File: src/rtl/multibyte_add_pkg.sv
// Shared constants and FSM encoding for the byte-serial wide adder.
package multibyte_add_pkg;

    localparam int unsigned BYTE_W = 8;

    typedef enum logic [1:0] {
        ST_IDLE = 2'd0,
        ST_RUN  = 2'd1,
        ST_DONE = 2'd2
    } state_e;

endpackage

File: src/rtl/full_adder_eight.sv
// 8-bit ripple adder stage with carry in/out; one byte of the wide sum per use.
module full_adder_eight
    import multibyte_add_pkg::*;
(
    input  logic [BYTE_W-1:0] a,
    input  logic [BYTE_W-1:0] b,
    input  logic              c_in,
    output logic [BYTE_W-1:0] sum,
    output logic              c_out
);

    logic [BYTE_W:0] total;

    // Widen by one bit so the carry out falls into the top position.
    always_comb begin
        total = {1'b0, a} + {1'b0, b} + {{BYTE_W{1'b0}}, c_in};
        sum   = total[BYTE_W-1:0];
        c_out = total[BYTE_W];
    end

endmodule

File: src/rtl/multibyte_add_sequencer.sv
// Byte-serial wide adder: operands are accepted once, then fed LSB byte first
// through a single 8-bit adder with the carry chained through a register. Sum
// bytes enter the result register from the top so that after NBYTES steps the
// LSB byte has reached bit 0.
module multibyte_add_sequencer
    import multibyte_add_pkg::*;
#(
    parameter int unsigned NBYTES = 4
) (
    input  logic                     clk,
    input  logic                     rst,
    input  logic                     in_valid,
    output logic                     in_ready,
    input  logic [BYTE_W*NBYTES-1:0] in_a,
    input  logic [BYTE_W*NBYTES-1:0] in_b,
    input  logic                     in_cin,
    output logic                     out_valid,
    input  logic                     out_ready,
    output logic [BYTE_W*NBYTES-1:0] out_sum,
    output logic                     out_cout,
    output logic                     busy
);

    localparam int unsigned W     = BYTE_W * NBYTES;
    localparam int unsigned IDX_W = $clog2(NBYTES);

    state_e             state_q;
    state_e             state_d;
    logic [W-1:0]       op_a_q;
    logic [W-1:0]       op_b_q;
    logic [W-1:0]       result_q;
    logic               carry_q;
    logic [IDX_W-1:0]   idx_q;

    logic [BYTE_W-1:0]  byte_sum;
    logic               byte_cout;
    logic               accept;
    logic               last_byte;

    assign accept    = in_valid && (state_q == ST_IDLE);
    assign last_byte = (idx_q == IDX_W'(NBYTES - 1));

    full_adder_eight u_byte_add (
        .a     (op_a_q[BYTE_W-1:0]),
        .b     (op_b_q[BYTE_W-1:0]),
        .c_in  (carry_q),
        .sum   (byte_sum),
        .c_out (byte_cout)
    );

    // State register.
    always_ff @(posedge clk or posedge rst) begin
        if (rst) begin
            state_q <= ST_IDLE;
        end else begin
            state_q <= state_d;
        end
    end

    // Next-state logic: IDLE -> RUN on accept, RUN -> DONE on last byte,
    // DONE -> IDLE when the consumer takes the result.
    always_comb begin
        state_d = state_q;
        unique case (state_q)
            ST_IDLE: if (accept)            state_d = ST_RUN;
            ST_RUN:  if (last_byte)         state_d = ST_DONE;
            ST_DONE: if (out_ready)         state_d = ST_IDLE;
            default:                        state_d = ST_IDLE;
        endcase
    end

    // Outputs decoded from state; in_ready also masked while reset is held.
    always_comb begin
        in_ready  = (state_q == ST_IDLE) && !rst;
        out_valid = (state_q == ST_DONE);
        busy      = (state_q != ST_IDLE);
        out_sum   = out_valid ? result_q : '0;
        out_cout  = out_valid && carry_q;
    end

    // Operand shift registers, carry chain, byte index and result collection.
    always_ff @(posedge clk or posedge rst) begin
        if (rst) begin
            op_a_q   <= '0;
            op_b_q   <= '0;
            result_q <= '0;
            carry_q  <= 1'b0;
            idx_q    <= '0;
        end else begin
            unique case (state_q)
                ST_IDLE: begin
                    if (accept) begin
                        op_a_q   <= in_a;
                        op_b_q   <= in_b;
                        carry_q  <= in_cin;
                        idx_q    <= '0;
                        result_q <= '0;
                    end
                end
                ST_RUN: begin
                    result_q <= {byte_sum, result_q[W-1:BYTE_W]};
                    op_a_q   <= {{BYTE_W{1'b0}}, op_a_q[W-1:BYTE_W]};
                    op_b_q   <= {{BYTE_W{1'b0}}, op_b_q[W-1:BYTE_W]};
                    carry_q  <= byte_cout;
                    if (!last_byte) begin
                        idx_q <= idx_q + IDX_W'(1);
                    end
                end
                default: begin
                    // DONE holds result and carry stable for the consumer.
                end
            endcase
        end
    end

endmodule
File: config.mk
export PLATFORM = sky130hd
export DESIGN_NAME = multibyte_add_sequencer
export DESIGN_NICKNAME = d
export VERILOG_FILES = /design/src/rtl/multibyte_add_pkg.sv /design/src/rtl/full_adder_eight.sv /design/src/rtl/multibyte_add_sequencer.sv
export SDC_FILE = /design/constraint.sdc
export NUM_CORES = 1
export LEC_CHECK = 0
export CAP_MARGIN = 20
export CORE_UTILIZATION = 52
export CTS_BUF_LIST = sky130_fd_sc_hd__clkbuf_2 sky130_fd_sc_hd__clkbuf_4 sky130_fd_sc_hd__clkbuf_8
export DETAILED_ROUTE_END_ITERATION = 8
export HOLD_SLACK_MARGIN = 0.15
export MAX_ROUTING_LAYER = met4
export PLACE_DENSITY = 0.86
export SLEW_MARGIN = 40
export SYNTH_ARGS = -nofsm -noshare
export SYNTH_HDL_FRONTEND = slang
export SYNTH_SLANG_ARGS = --single-unit
File: constraint.sdc
create_clock -name clk -period 4.2 [get_ports clk]
set_clock_uncertainty 0.1 [all_clocks]
set_input_delay 0.84 -clock clk [delete_from_list [all_inputs] [get_ports clk]]
set_output_delay 0.84 -clock clk [all_outputs]
set_load 0.01 [all_outputs]
**Yosys cells after proc, flatten, opt, wreduce, memory -nomap -nowiden**

Index checks and enable logic that the tools add are counted.

- Register bits: 101
- Bits of input ports: 69
- Output and inout bits: 36

- Add/subtract/negate cells: 3
- Equality and inequality tests: 7
- Multiplexer cells: 16
- Reduce and logical (&&, ||, !) cells: 10

Operators by type and width:

| kind | number |
|---|---|
| $pmux 32 s2 | 3 |
| $mux 32 | 4 |
| $mux 2 | 5 |
| $add 8x8->9 | 1 |
| $add 9x1->9 | 1 |
| $ne 2x2->1 const B | 3 |
| $pmux 2 s3 | 1 |
| $reduce_and 3->1 | 2 |
| $eq 2x2->1 const B | 2 |
| $pmux 2 s2 | 1 |
| $reduce_bool 2->1 | 2 |
| $logic_and 1x1->1 | 3 |
| $add 2x1->2 const B | 1 |
| $eq 2x1->1 const B | 1 |
| $logic_not 2->1 | 1 |
| $ne 2x1->1 const B | 1 |
| $pmux 1 s2 | 1 |
| $reduce_and 2->1 | 1 |
| $logic_not 1->1 | 1 |
| $mux 1 | 1 |

**Depth between registers and ports, before layout**

Gate-level depths: netlist of run 1.

- Depth in word-level cells: 4
- Gate-level depth with buffers: 8
- Depth with buffers taken out: 8

**Hierarchy**

A second synthesis of run 1 with hierarchy kept.

- Cell total of the unflattened synthesis: 495
- Area, all modules: 5216.3 um^2

Modules (own cells, without submodules):

| module | times used | cells an instance | area each (um^2) | seq. area each (um^2) |
|---|---|---|---|---|
| multibyte_add_sequencer | 1 | 453 | 4884.7 | 2527.4 |
| full_adder_eight | 1 | 42 | 331.6 | 0.0 |

**Least setup slack after synthesis of run 1**

OpenSTA, ideal clock, no wires.

- Kind: flip-flop to flip-flop
- Start: register op_a_q[0]
- End: register carry_q
- Library setup time: 0.123 ns
- Data arrival time: 1.935 ns
- Slack: 2.041 ns
- Cell stages (with the launch flop): 9
- Period minus slack after synthesis: 2.159 ns
- Cells stage by stage: dfrtp_1 > fa_1 > inv_1 > fa_1 > nor2b_4 > o31a_1 > o311a_1 > o21ai_0 > a21oi_1

- Longest elaborated chain between the ends: 3

RTL lines:

| what | line | source |
|---|---|---|
| start, declared | multibyte_add_sequencer.sv:29 | `logic [W-1:0] op_a_q;` |
| start signal, assigned | multibyte_add_sequencer.sv:93 | `op_a_q <= in_a;` |
| start signal, assigned | multibyte_add_sequencer.sv:102 | `op_a_q <= {{BYTE_W{1'b0}}, op_a_q[W-1:BYTE_W]};` |
| $add 8x8->9 | full_adder_eight.sv:16 | `total = {1'b0, a} + {1'b0, b} + {{BYTE_W{1'b0}}, c_in};` |
| $add 9x1->9 | full_adder_eight.sv:16 |  |
| $pmux 1 s2 | multibyte_add_sequencer.sv:90 | `unique case (state_q)` |
| end signal, assigned | multibyte_add_sequencer.sv:95 | `carry_q <= in_cin;` |
| end signal, assigned | multibyte_add_sequencer.sv:104 | `carry_q <= byte_cout;` |
| end, declared | multibyte_add_sequencer.sv:32 | `logic carry_q;` |

No other way between the ends.
A chain may end at the register's enable or synchronous reset.

**Final worst setup path of run 1**

- Start: register state_q[0]
- End: output port out_sum[31]

- Longest elaborated chain between the ends: 2

RTL lines:

| what | line | source |
|---|---|---|
| start, declared | multibyte_add_sequencer.sv:27 | `state_e state_q;` |
| start signal, assigned | multibyte_add_sequencer.sv:56 | `state_q <= state_d;` |
| $eq 2x2->1 | multibyte_add_sequencer.sv:75 | `out_valid = (state_q == ST_DONE);` |
| $mux 32 | multibyte_add_sequencer.sv:77 | `out_sum = out_valid ? result_q : '0;` |
| end, declared | multibyte_add_sequencer.sv:19 | `output logic [BYTE_W*NBYTES-1:0] out_sum,` |

No other way between the ends.

==> metrics.yaml, run 1 <==
finish:
  final_cells: 625
  area_growth_pct: 28.4
  nNetsFinal: 591
  diodes: 0
  drive_gt1_share_pct: 6.38
place:
  gp_congestion: 0.858
  port_buffers: 104
  dpl.hpwl_mm: 6.89
  placed_cells: 609
run:
  maxCapViolCount: 0
timing:
  post-route-min-period_ns: 3.09
  slew_headroom_pct: 47.2
  fmax_mhz: 324
  timing.final.crit_share_pct: 73.6
  final_max_slew_viol_count: 0
  rsz0062_at_grt: "false"
  fin_tns_setup_ns: 0
  hold_violations: 0
  setup_viol: 0
  tightest_slew_ns: 0.790
drt:
  ant_nets: 0
  viasPerCell: 5.45
  drt-initial-drc-count: 158
  route.detailed.drc: 0
  first_pass_iters: 5
  drt_wl_total_mm: 9.50
  wire_per_inst_um: 15.2
  num_vias: 3409
clock_network:
  clk_latency_ns: 0.36
  cts.reportedPaths.clkPinSlew_ns: 0.09
  post_cts_resized: 0
  cts-htree-levels: 3
  cts.sinks: 101
  cts_max_path_buffers: 2
  cts_tree: "done"
  hold_buffers: 0
  cts_made_buffers: 9
  postCtsSetupBuffers: 0
  cts_root_buf: "clkbuf_8"
critical_path:
  worst_setup_path_start_kind: "flip-flop"
  slowest_delay_ns: 0.54
  crit_path_cell_trace: "nor2b_4, and2_1, clkdlybuf4s50_1"
  critPathSlowestCell: "clkdlybuf4s50_1"
  worstPathMaxFanout: 35
  cp.arrival_ns: 2.15
  criticalPathCategory: "reg -> out"
  crit_required_ns: 3.26
  end_kind: "primary output"
grt:
  grtUsageTotal_pct: 22.2
  antenna_found_initial: 0
  grt_pass1_wl_mm: 16.3
  grt_max_degree: 60
  grt_overflow: 0
  grt_pass1_vias: 3453
synth:
  ys_warn_count: 0
  syn_nets: 499
  synth_area_per_cell_sq_um: 11.1
  synthCells: 420
  syn_area_sq_um: 4660
  yosysUniqueCellTypes: 34
  seq_area_frac_synth_pct: 54.2
  synthArstFlopShare_pct: 100
  synth.ff_latch_count: 101
  synth_edf_count: 0
  synthFlopType: "dfrtp_1"
pwr:
  p_total_mw: 4.19
  p_per_area_nw_per_um2: 700
  leakage_nw: 2.73
  irDropWorstVdd_v: 0.000438
floorplanning:
  die_area_sq_um: 9350
  core-area_sq_um: 8680
  pin_count: 105
  die_y_um: 96.7
  rows: 34
  initial_core_util_pct: 53.7
  die_width_um: 96.7
status:
  status: "complete, no violations"
hold_path:
  hold_class: "reg -> reg"
sequential cells by signal, summed over array words and instances (netlist names):
register  count
op_a_q       32
op_b_q       32
result_q     32
idx_q         2
state_q       2
carry_q       1
critical path, delay by kind of cell, from the launching register on:
family	cells	cell delay (ns)
buffers and inverters	1	0.54
and+or+nand+nor	2	0.75
DFF	1	0.50
cell families (layout without fill, tap and decap cells):
family	Yosys count	after routing	synth area share [%]
AO/OA/AOI/OAI	118	118	16.9
XOR/XNOR	3	3	0.564
adder cells (fa/ha/maj)	10	10	3.01
buffers and inverters	36	133	3.92
flip-flops	101	101	54.2
multiplexers	49	49	10.6
AND/OR/NAND/NOR	103	103	10.8
metal layers:
metal	part of all wire [%]	vias up	track usage [%]
met2	49	96	35.8
li1	-	1656	-
met3	4.3	12	3.76
met5	0	-	-
met4	1.4	0	7.12
met1	45	1645	28.9
metrics by stage:
| stage | cell area [sq um] | hold WS [ns] | worst slack (ns) | utilization (%) |
|---|---|---|---|---|
| CTS | 5980 | 0.392 | 1.08 | 69.0 |
| detailed placement | 5810 | 0.370 | 1.30 | 66.9 |
| finish | 5980 | 0.386 | 1.11 | 69.0 |
| global route | 5980 | 0.414 | 0.985 | 69.0 |
| floorplan | 4660 | 0.349 | 0.613 | - |
| global placement | 5750 | 0.360 | 1.30 | 66.3 |
layout by cell type, fill, tap and decap left out, types with 2 or more instances in the layout:
| cell | netlist | routed |
|---|---|---|
| buf_4 | 2 | 2 |
| a211oi_1 | 2 | 2 |
| or2_2 | 2 | 2 |
| nor2_1 | 8 | 8 |
| nor2b_4 | 1 | 2 |
| clkbuf_8 | 0 | 10 |
| fa_1 | 2 | 2 |
| nand2_1 | 53 | 53 |
| clkinv_2 | 0 | 4 |
| a21oi_1 | 5 | 5 |
| xor2_1 | 3 | 3 |
| ha_1 | 8 | 8 |
| mux2i_1 | 48 | 48 |
| buf_12 | 0 | 3 |
| dfrtp_1 | 101 | 101 |
| o21ai_0 | 58 | 58 |
| a22o_1 | 44 | 44 |
| and2_1 | 33 | 33 |
| clkdlybuf4s50_1 | 0 | 104 |
| inv_1 | 7 | 6 |
cells in the mapped netlist (5+ instances only):
cell type / instances / area [sq um]
dfrtp_1: 101 / 2530
buf_2: 14 / 70.1
clkbuf_1: 10 / 37.5
inv_1: 7 / 26.3
mux2i_1: 48 / 480
a22o_1: 44 / 385
o21ai_0: 58 / 290
nor2_1: 8 / 30.0
a21oi_1: 5 / 25.0
nand2_1: 53 / 199
ha_1: 8 / 100
and2_1: 33 / 206
where the power goes:
part	leakage (nW)	total, mW	switching [mW]	internal, mW
Clock	0.0962	0.562	0.331	0.231
Sequential	1.29	1.70	0.288	1.42
Combinational	1.34	1.92	1.01	0.915
layout make-up:
class	count	area [sq um]
clock inverter	6	37.5
fill	647	2690
inverter	7	28.8
clock buffer	10	138
timing repair buffer	110	1140
multi-input combinational	283	1970
sequential	101	2530
tap	108	135
path summary, 6_finish.rpt:
| check | startpoint | endpoint | slack [ns] | cells after the start |
|---|---|---|---|---|
| min in group asynchronous | rst | op_a_q[23]$_DFFE_PP0P_ | 0.87 | 2 |
| setup / recovery | state_q[0]$_DFFE_PP0P_ | out_sum[31] | 1.11 | 3 |
| hold / removal | op_b_q[10]$_DFFE_PP0P_ | op_b_q[10]$_DFFE_PP0P_ | 0.39 | 2 |
| hold reg to reg | op_b_q[10]$_DFFE_PP0P_ | op_b_q[10]$_DFFE_PP0P_ | 0.39 | 2 |
| max in group asynchronous | rst | op_b_q[23]$_DFFE_PP0P_ | 2.37 | 3 |
| setup reg to reg | op_b_q[0]$_DFFE_PP0P_ | carry_q$_DFFE_PP0P_ | 1.80 | 8 |
Power figures use the tool's default switching activity.
==> inputs of run 2 (changes only) <==
==> constraint.sdc (replaced) <==
create_clock -name clk -period 3.1 [get_ports clk]
set_clock_uncertainty 0.1 [all_clocks]
set_input_delay 0.62 -clock clk [delete_from_list [all_inputs] [get_ports clk]]
set_output_delay 0.62 -clock clk [all_outputs]
set_load 0.01 [all_outputs]
==> run 2 against run 1 <==
First-iteration DRC count is 20% lower; non-clock buffer count is 4 higher; total power is 34% higher; count of clock-buffer cells in the layout stayed put; worst setup slack worse by 0.68 ns; die area stayed put; sequential power is 35% higher; via count is 1.2% higher; wire length is 2.6% lower; cell area is 0.21% higher; critical path depth is 1 higher; hold slack hardly changed; largest power group unchanged.
==> metrics.yaml, run 2 (same netlist as run 1, synthesis figures left out) <==
status:
  status: "complete, no violations"
finish:
  layout_commonest_cell: "clkdlybuf4s50_1"
  drive_gt1_share_pct: 6.91  # +0.53 points
  n_fill_cell: 645  # -0.31%
  mostFrequentLayoutCells: "clkdlybuf4s50_1 (104), dfrtp_1 (101), o21ai_0 (58)"
  nNetsFinal: 595  # +0.68%
  diodes: 0  # unchanged
  final_cells: 629  # +0.64%
  top_regs: "op_a_q: 32 flops, op_b_q: 32 flops, result_q: 32 flops"
  fin_util_pct: 69.1  # +0.14 points
  area_growth_pct: 28.7
critical_path:
  reg2reg_from: "op_a_q[0]$_DFFE_PP0P_"
  criticalPathCategory: "reg -> out"
  r2r_slack_ns: 0.74  # -1.06 ns
  crit_required_ns: 2.38  # -0.88 ns
  startpoint: "state_q[0]$_DFFE_PP0P_"
  r2r_end: "carry_q$_DFFE_PP0P_"
  cp.arrival_ns: 1.95  # -0.20 ns
  end_kind: "primary output"
  r2r_cells: 8  # unchanged
  worst_setup_path_start_kind: "flip-flop"
  worstPathMaxFanout: 35  # unchanged
floorplanning:
  die_y_um: 96.7  # unchanged
  core-area_sq_um: 8680  # unchanged
  pin_count: 105  # unchanged
  rows: 34  # unchanged
  initial_core_util_pct: 53.7  # unchanged
  die_width_um: 96.7  # unchanged
  die_area_sq_um: 9350  # unchanged
clock_network:
  postCtsSetupBuffers: 0  # unchanged
  cts_root_buf: "clkbuf_8"
  cts_tree: "done"
  cts.reportedPaths.clkPinSlew_ns: 0.10  # about the same
  cts_max_path_buffers: 2  # unchanged
  clk_latency_ns: 0.37  # about the same
  cts_made_buffers: 9  # unchanged
  cts-htree-levels: 3  # unchanged
  post_cts_resized: 0  # unchanged
  cts.sinks: 101  # unchanged
  hold_buffers: 0  # unchanged
grt:
  antenna_found_initial: 0  # unchanged
  grt.busiest_layer: "met2"
  grt_use_met1_pct: 26.7  # -2.2 points
  grtUsageMet3_pct: 4.70  # +0.94 points
  grt_pass1_vias: 3533  # +2.3%
  grt_pass1_wl_mm: 16.3  # about the same
  grtUsageTotal_pct: 22.0  # -0.22 points
  globalRouteMet2Util_pct: 35.4  # -0.33 points
  grt_max_degree: 73  # +22%
  grt_overflow: 0  # unchanged
drt:
  ant_nets: 0  # unchanged
  wire_per_inst_um: 14.7  # -3.2%
  viasPerCell: 5.49  # +0.59%
  first_pass_iters: 4  # -1
  drt_wl_total_mm: 9.26  # -2.6%
  route.detailed.drc: 0  # unchanged
  drt-initial-drc-count: 126  # -20%
  num_vias: 3451  # +1.2%
hold_path:
  hold-path-cell-count: 2  # unchanged
  hold_class: "reg -> reg"
  hold_end: "op_a_q[18]$_DFFE_PP0P_"
  hp-start: "op_a_q[18]$_DFFE_PP0P_"
timing:
  rsz0062_at_grt: "false"
  tightest_slew_ns: 0.775  # -0.0148 ns
  fin_tns_setup_ns: 0  # unchanged
  final_max_slew_viol_count: 0  # unchanged
  setup_viol: 0  # unchanged
  slew_headroom_pct: 48.3  # +1.1 points
  fmax_mhz: 375
  hold_violations: 0  # unchanged
  timing.final.crit_share_pct: 86.0
  post-route-min-period_ns: 2.67
place:
  port_buffers: 104  # unchanged
  dpl.hpwl_mm: 6.80  # -1.2%
  placed_cells: 613  # +0.66%
  gp_congestion: 0.824  # -3.9%
pwr:
  leakage_nw: 2.73  # about the same
  p_per_area_nw_per_um2: 934  # +33%
  irDropWorstVdd_v: 0.000430  # -1.9%
run:
  maxCapViolCount: 0  # unchanged
run 2: cell count changes in the layout (fill, tap and decap cells not counted):
cell	previous run	this run
buf_4	2	7
clkinv_2	4	1
clkinvlp_4	0	3
buf_16	1	0
inv_4	1	0
inv_6	1	2
nand2b_1	0	1
nand2b_2	1	0
nor2b_2	0	1
nor2b_4	2	1
run 2: per-stage QoR:
stage | setup WS (ns) | total power, mW | cell area (sq um) | hold slack, ns
2_1_floorplan | 0.941 | 4.20 | 4660 | 0.349
3_3_place_gp | 0.650 | 4.71 | 5810 | 0.361
3_5_place_dp | 0.646 | 4.86 | 5810 | 0.370
4_1_cts | 0.407 | 5.63 | 6000 | 0.392
5_1_grt | 0.308 | 6.06 | 6000 | 0.409
6_report | 0.433 | 5.60 | 6000 | 0.385
run 2: how the worst max path moves through the flow:
stage	depth (start not counted)	end
after global routing	4	out_sum[25]
final	4	out_sum[29]
after detailed placement	3	in_ready
after floorplan	8	carry_q$_DFFE_PP0P_
after CTS	4	out_sum[31]
after global placement	3	in_ready
run 2: where the power goes:
group | switching (mW) | internal, mW
Combinational | 1.33 | 1.20
Clock | 0.458 | 0.319
Sequential | 0.375 | 1.92
Total | 2.16 | 3.43
run 2: per-layer routing:
layer  share of wire, %  vias up  routed length (um)
li1                   -     1664                   -
met1                 44     1664                4030
met2                 48      106                4470
met3                5.8       17                 533
met4                2.5        0                 227
met5                  0        -                   0
run 2: worst max-delay path, stage by stage (launching register included):
cell,delay (ns)
dfrtp_1,0.47
nor2b_2,0.13
buf_4,0.26
and2_1,0.18
clkdlybuf4s50_1,0.54
run 2: cell type report:
class                   instances  area, sq um  area share (%)
repair buffers                114         1150            19.2
well taps                     108          135            2.25
clock inverters                 6         46.3           0.772
clock buffers                  10          138            2.30
multi-input cells             283         1970            32.8
inverters                       7         30.0           0.501
flip-flops and latches        101         2530            42.1
==> inputs of run 3 (changes only) <==
--- a/config.mk
+++ b/config.mk
@@ -12,6 +12,7 @@
 export HOLD_SLACK_MARGIN = 0.15
 export MAX_ROUTING_LAYER = met4
 export PLACE_DENSITY = 0.86
+export REMOVE_ABC_BUFFERS = 1
 export SLEW_MARGIN = 40
 export SYNTH_ARGS = -nofsm -noshare
 export SYNTH_HDL_FRONTEND = slang
==> run 3 against run 2 <==
Global-route usage decreased by 0.64 points; utilization rose by 0.13 points; worst setup slack worse by 0.019 ns; clock power is 12% higher; critical endpoint is now out_sum[27]; critical path type unchanged; largest power group unchanged; wire length decreased by 1.0%.
==> metrics.yaml, run 3 (same netlist as run 1, synthesis figures left out) <==
status:
  status: "complete, no violations"
grt:
  antenna_found_initial: 0  # unchanged
  grtUsageTotal_pct: 21.3  # -0.64 points
  grt_pass1_vias: 3308  # -6.4%
  grt_overflow: 0  # unchanged
  grt_pass1_wl_mm: 15.8  # -3.5%
  grt_max_degree: 78  # +6.8%
clock_network:
  post_cts_resized: 0  # unchanged
  cts.sinks: 101  # unchanged
  cts_root_buf: "clkbuf_8"
  cts-htree-levels: 3  # unchanged
  hold_buffers: 0  # unchanged
  cts_max_path_buffers: 2  # unchanged
  cts.reportedPaths.clkPinSlew_ns: 0.09  # about the same
  postCtsSetupBuffers: 0  # unchanged
  cts_tree: "done"
  clk_latency_ns: 0.36  # about the same
  cts_made_buffers: 9  # unchanged
timing:
  whs_ns: 0.385  # -0.000123 ns
  tightest_slew_ns: 0.572  # -0.203 ns
  fmax_mhz: 372  # -0.72%
  timing.final.crit_share_pct: 86.7  # +0.62 points
  fin_tns_setup_ns: 0  # unchanged
  post-route-min-period_ns: 2.69  # +0.0192 ns
  hold_violations: 0  # unchanged
  slew_headroom_pct: 61.9  # +14 points
  rsz0062_at_grt: "false"
  setup_viol: 0  # unchanged
  final_max_slew_viol_count: 0  # unchanged
critical_path:
  cp.arrival_ns: 1.97  # +0.02 ns
  critPathSlowestCell: "clkdlybuf4s50_1"
  worstPathMaxFanout: 35  # unchanged
  slowest_delay_ns: 0.54  # about the same
  crit_required_ns: 2.38  # about the same
  crit_path_cell_trace: "nor2b_1, buf_4, and2_1, clkdlybuf4s50_1"
  criticalPathCategory: "reg -> out"
  cp_num_cells: 4  # unchanged
  end_kind: "primary output"
  worst_setup_path_start_kind: "flip-flop"
  r2r_cells: 8  # unchanged
  critical-path-top-delay-family: "buffers and inverters"
  cp.buffers_inverters: 2  # unchanged
pwr:
  switching_power_mw: 2.13  # -1.8%
  pwr-share-clk_pct: 15.3  # +1.4 points
  power_frac_seq_pct: 39.9  # -1.0 points
  p_per_area_nw_per_um2: 951  # +1.8%
  p_total_mw: 5.71  # +2.0%
  swShare_pct: 37.2  # -1.4 points
  leakage_nw: 2.73  # +0.27%
  pwr-share-comb_pct: 44.8  # -0.4 points
  irDropWorstVdd_v: 0.000503  # +17%
  internal_power_mw: 3.59  # +4.4%
place:
  gp_congestion: 0.758  # -8.1%
  port_buffers: 104  # unchanged
  placed_cell_area_sq_um: 5780  # -0.54%
  dpl.hpwl_mm: 6.37  # -6.4%
finish:
  area_growth_pct: 28.9
  fin_util_pct: 69.2  # +0.13 points
  nNetsFinal: 594  # -0.17%
  top_regs: "op_a_q: 32 flops, op_b_q: 32 flops, result_q: 32 flops"
  final_area_sq_um: 6010  # +0.19%
  layout_commonest_cell: "clkdlybuf4s50_1"
  mostFrequentLayoutCells: "clkdlybuf4s50_1 (104), dfrtp_1 (101), o21ai_0 (58)"
  drive_gt1_share_pct: 6.18  # -0.73 points
  diodes: 0  # unchanged
floorplanning:
  die_area_sq_um: 9350  # unchanged
  die_y_um: 96.7  # unchanged
  pin_count: 105  # unchanged
  core-area_sq_um: 8680  # unchanged
  die_width_um: 96.7  # unchanged
  rows: 34  # unchanged
  initial_core_util_pct: 53.7  # unchanged
hold_path:
  hold-path-cell-count: 2  # unchanged
  hold_class: "reg -> reg"
drt:
  wire_per_inst_um: 14.6  # -0.56%
  num_vias: 3343  # -3.1%
  met1Wirelength_mm: 4.12  # +2.2%
  wl_met2_mm: 4.52  # +1.3%
  topRoutingLayerUsed: "met4"
  drt-initial-drc-count: 170  # +35%
  wl_met3_um: 399  # -25%
  ant_nets: 0  # unchanged
  drt_wl_total_mm: 9.16  # -1.0%
  first_pass_iters: 4  # unchanged
  viasPerCell: 5.34  # -2.7%
  route.detailed.drc: 0  # unchanged
run:
  maxCapViolCount: 0  # unchanged
## run 3: cell types whose count changed in the layout (fill, tap and decap cells not counted)
cell / change
bufinv_16: +2
inv_6: -2
buf_4: -1
clkbuf_4: +1
clkbuf_8: -1
clkinv_2: -1
clkinv_4: -1
clkinvlp_4: -1
inv_4: +1
nor2b_1: +1
nor2b_2: -1
## run 3: stage by stage
step | setup slack (ns) | instances
finish | 0.413 | 626
global route | 0.296 | 626
detailed placement | 0.633 | 611
global placement | 0.643 | 611
floorplan | -2.89 | 391
CTS | 0.390 | 625
## run 3: final cells by class
type	instances	area, sq um
repair buffers	113	1150
multi-input cells	283	1960
well taps	108	135
clock buffers	10	131
fillers	675	2670
inverters	7	28.8
flip-flops and latches	101	2530
clock inverters	4	75.1
## run 3: power groups by stage
stage               Clock (mW)  Combinational (mW)  Sequential (mW)
global route             0.951                2.87             2.36
global placement             0                2.42             2.26
detailed placement           0                2.53             2.31
finish                   0.874                2.56             2.28
floorplan                    0                1.94             2.20
CTS                      0.891                2.55             2.28
## run 3: worst reg2reg max path: cells and delay by family (launching register included)
family	cells	cell delay (ns)
compound gates	4	0.83
fa+ha+maj	2	0.72
buf+inv	1	0.09
flops	1	0.42
simple gates	1	0.05
## run 3: path summary, 6_finish.rpt
kind / startpoint / end / slack (ns)
worst max-delay path: state_q[0]$_DFFE_PP0P_ / out_sum[27] / 0.41
worst min-delay path: op_b_q[11]$_DFFE_PP0P_ / op_b_q[11]$_DFFE_PP0P_ / 0.39
worst max register to register: op_a_q[0]$_DFFE_PP0P_ / carry_q$_DFFE_PP0P_ / 0.77
worst min register to register: op_b_q[11]$_DFFE_PP0P_ / op_b_q[11]$_DFFE_PP0P_ / 0.39
max in group asynchronous: rst / op_a_q[13]$_DFFE_PP0P_ / 1.60
min in group asynchronous: rst / result_q[0]$_DFFE_PP0P_ / 0.60
## run 3: routing by layer
metal  up-vias  track usage (%)
li1       1659                -
met3        10             4.34
met5         -                -
met4         0             6.31
met2        90             34.8
met1      1584             27.1
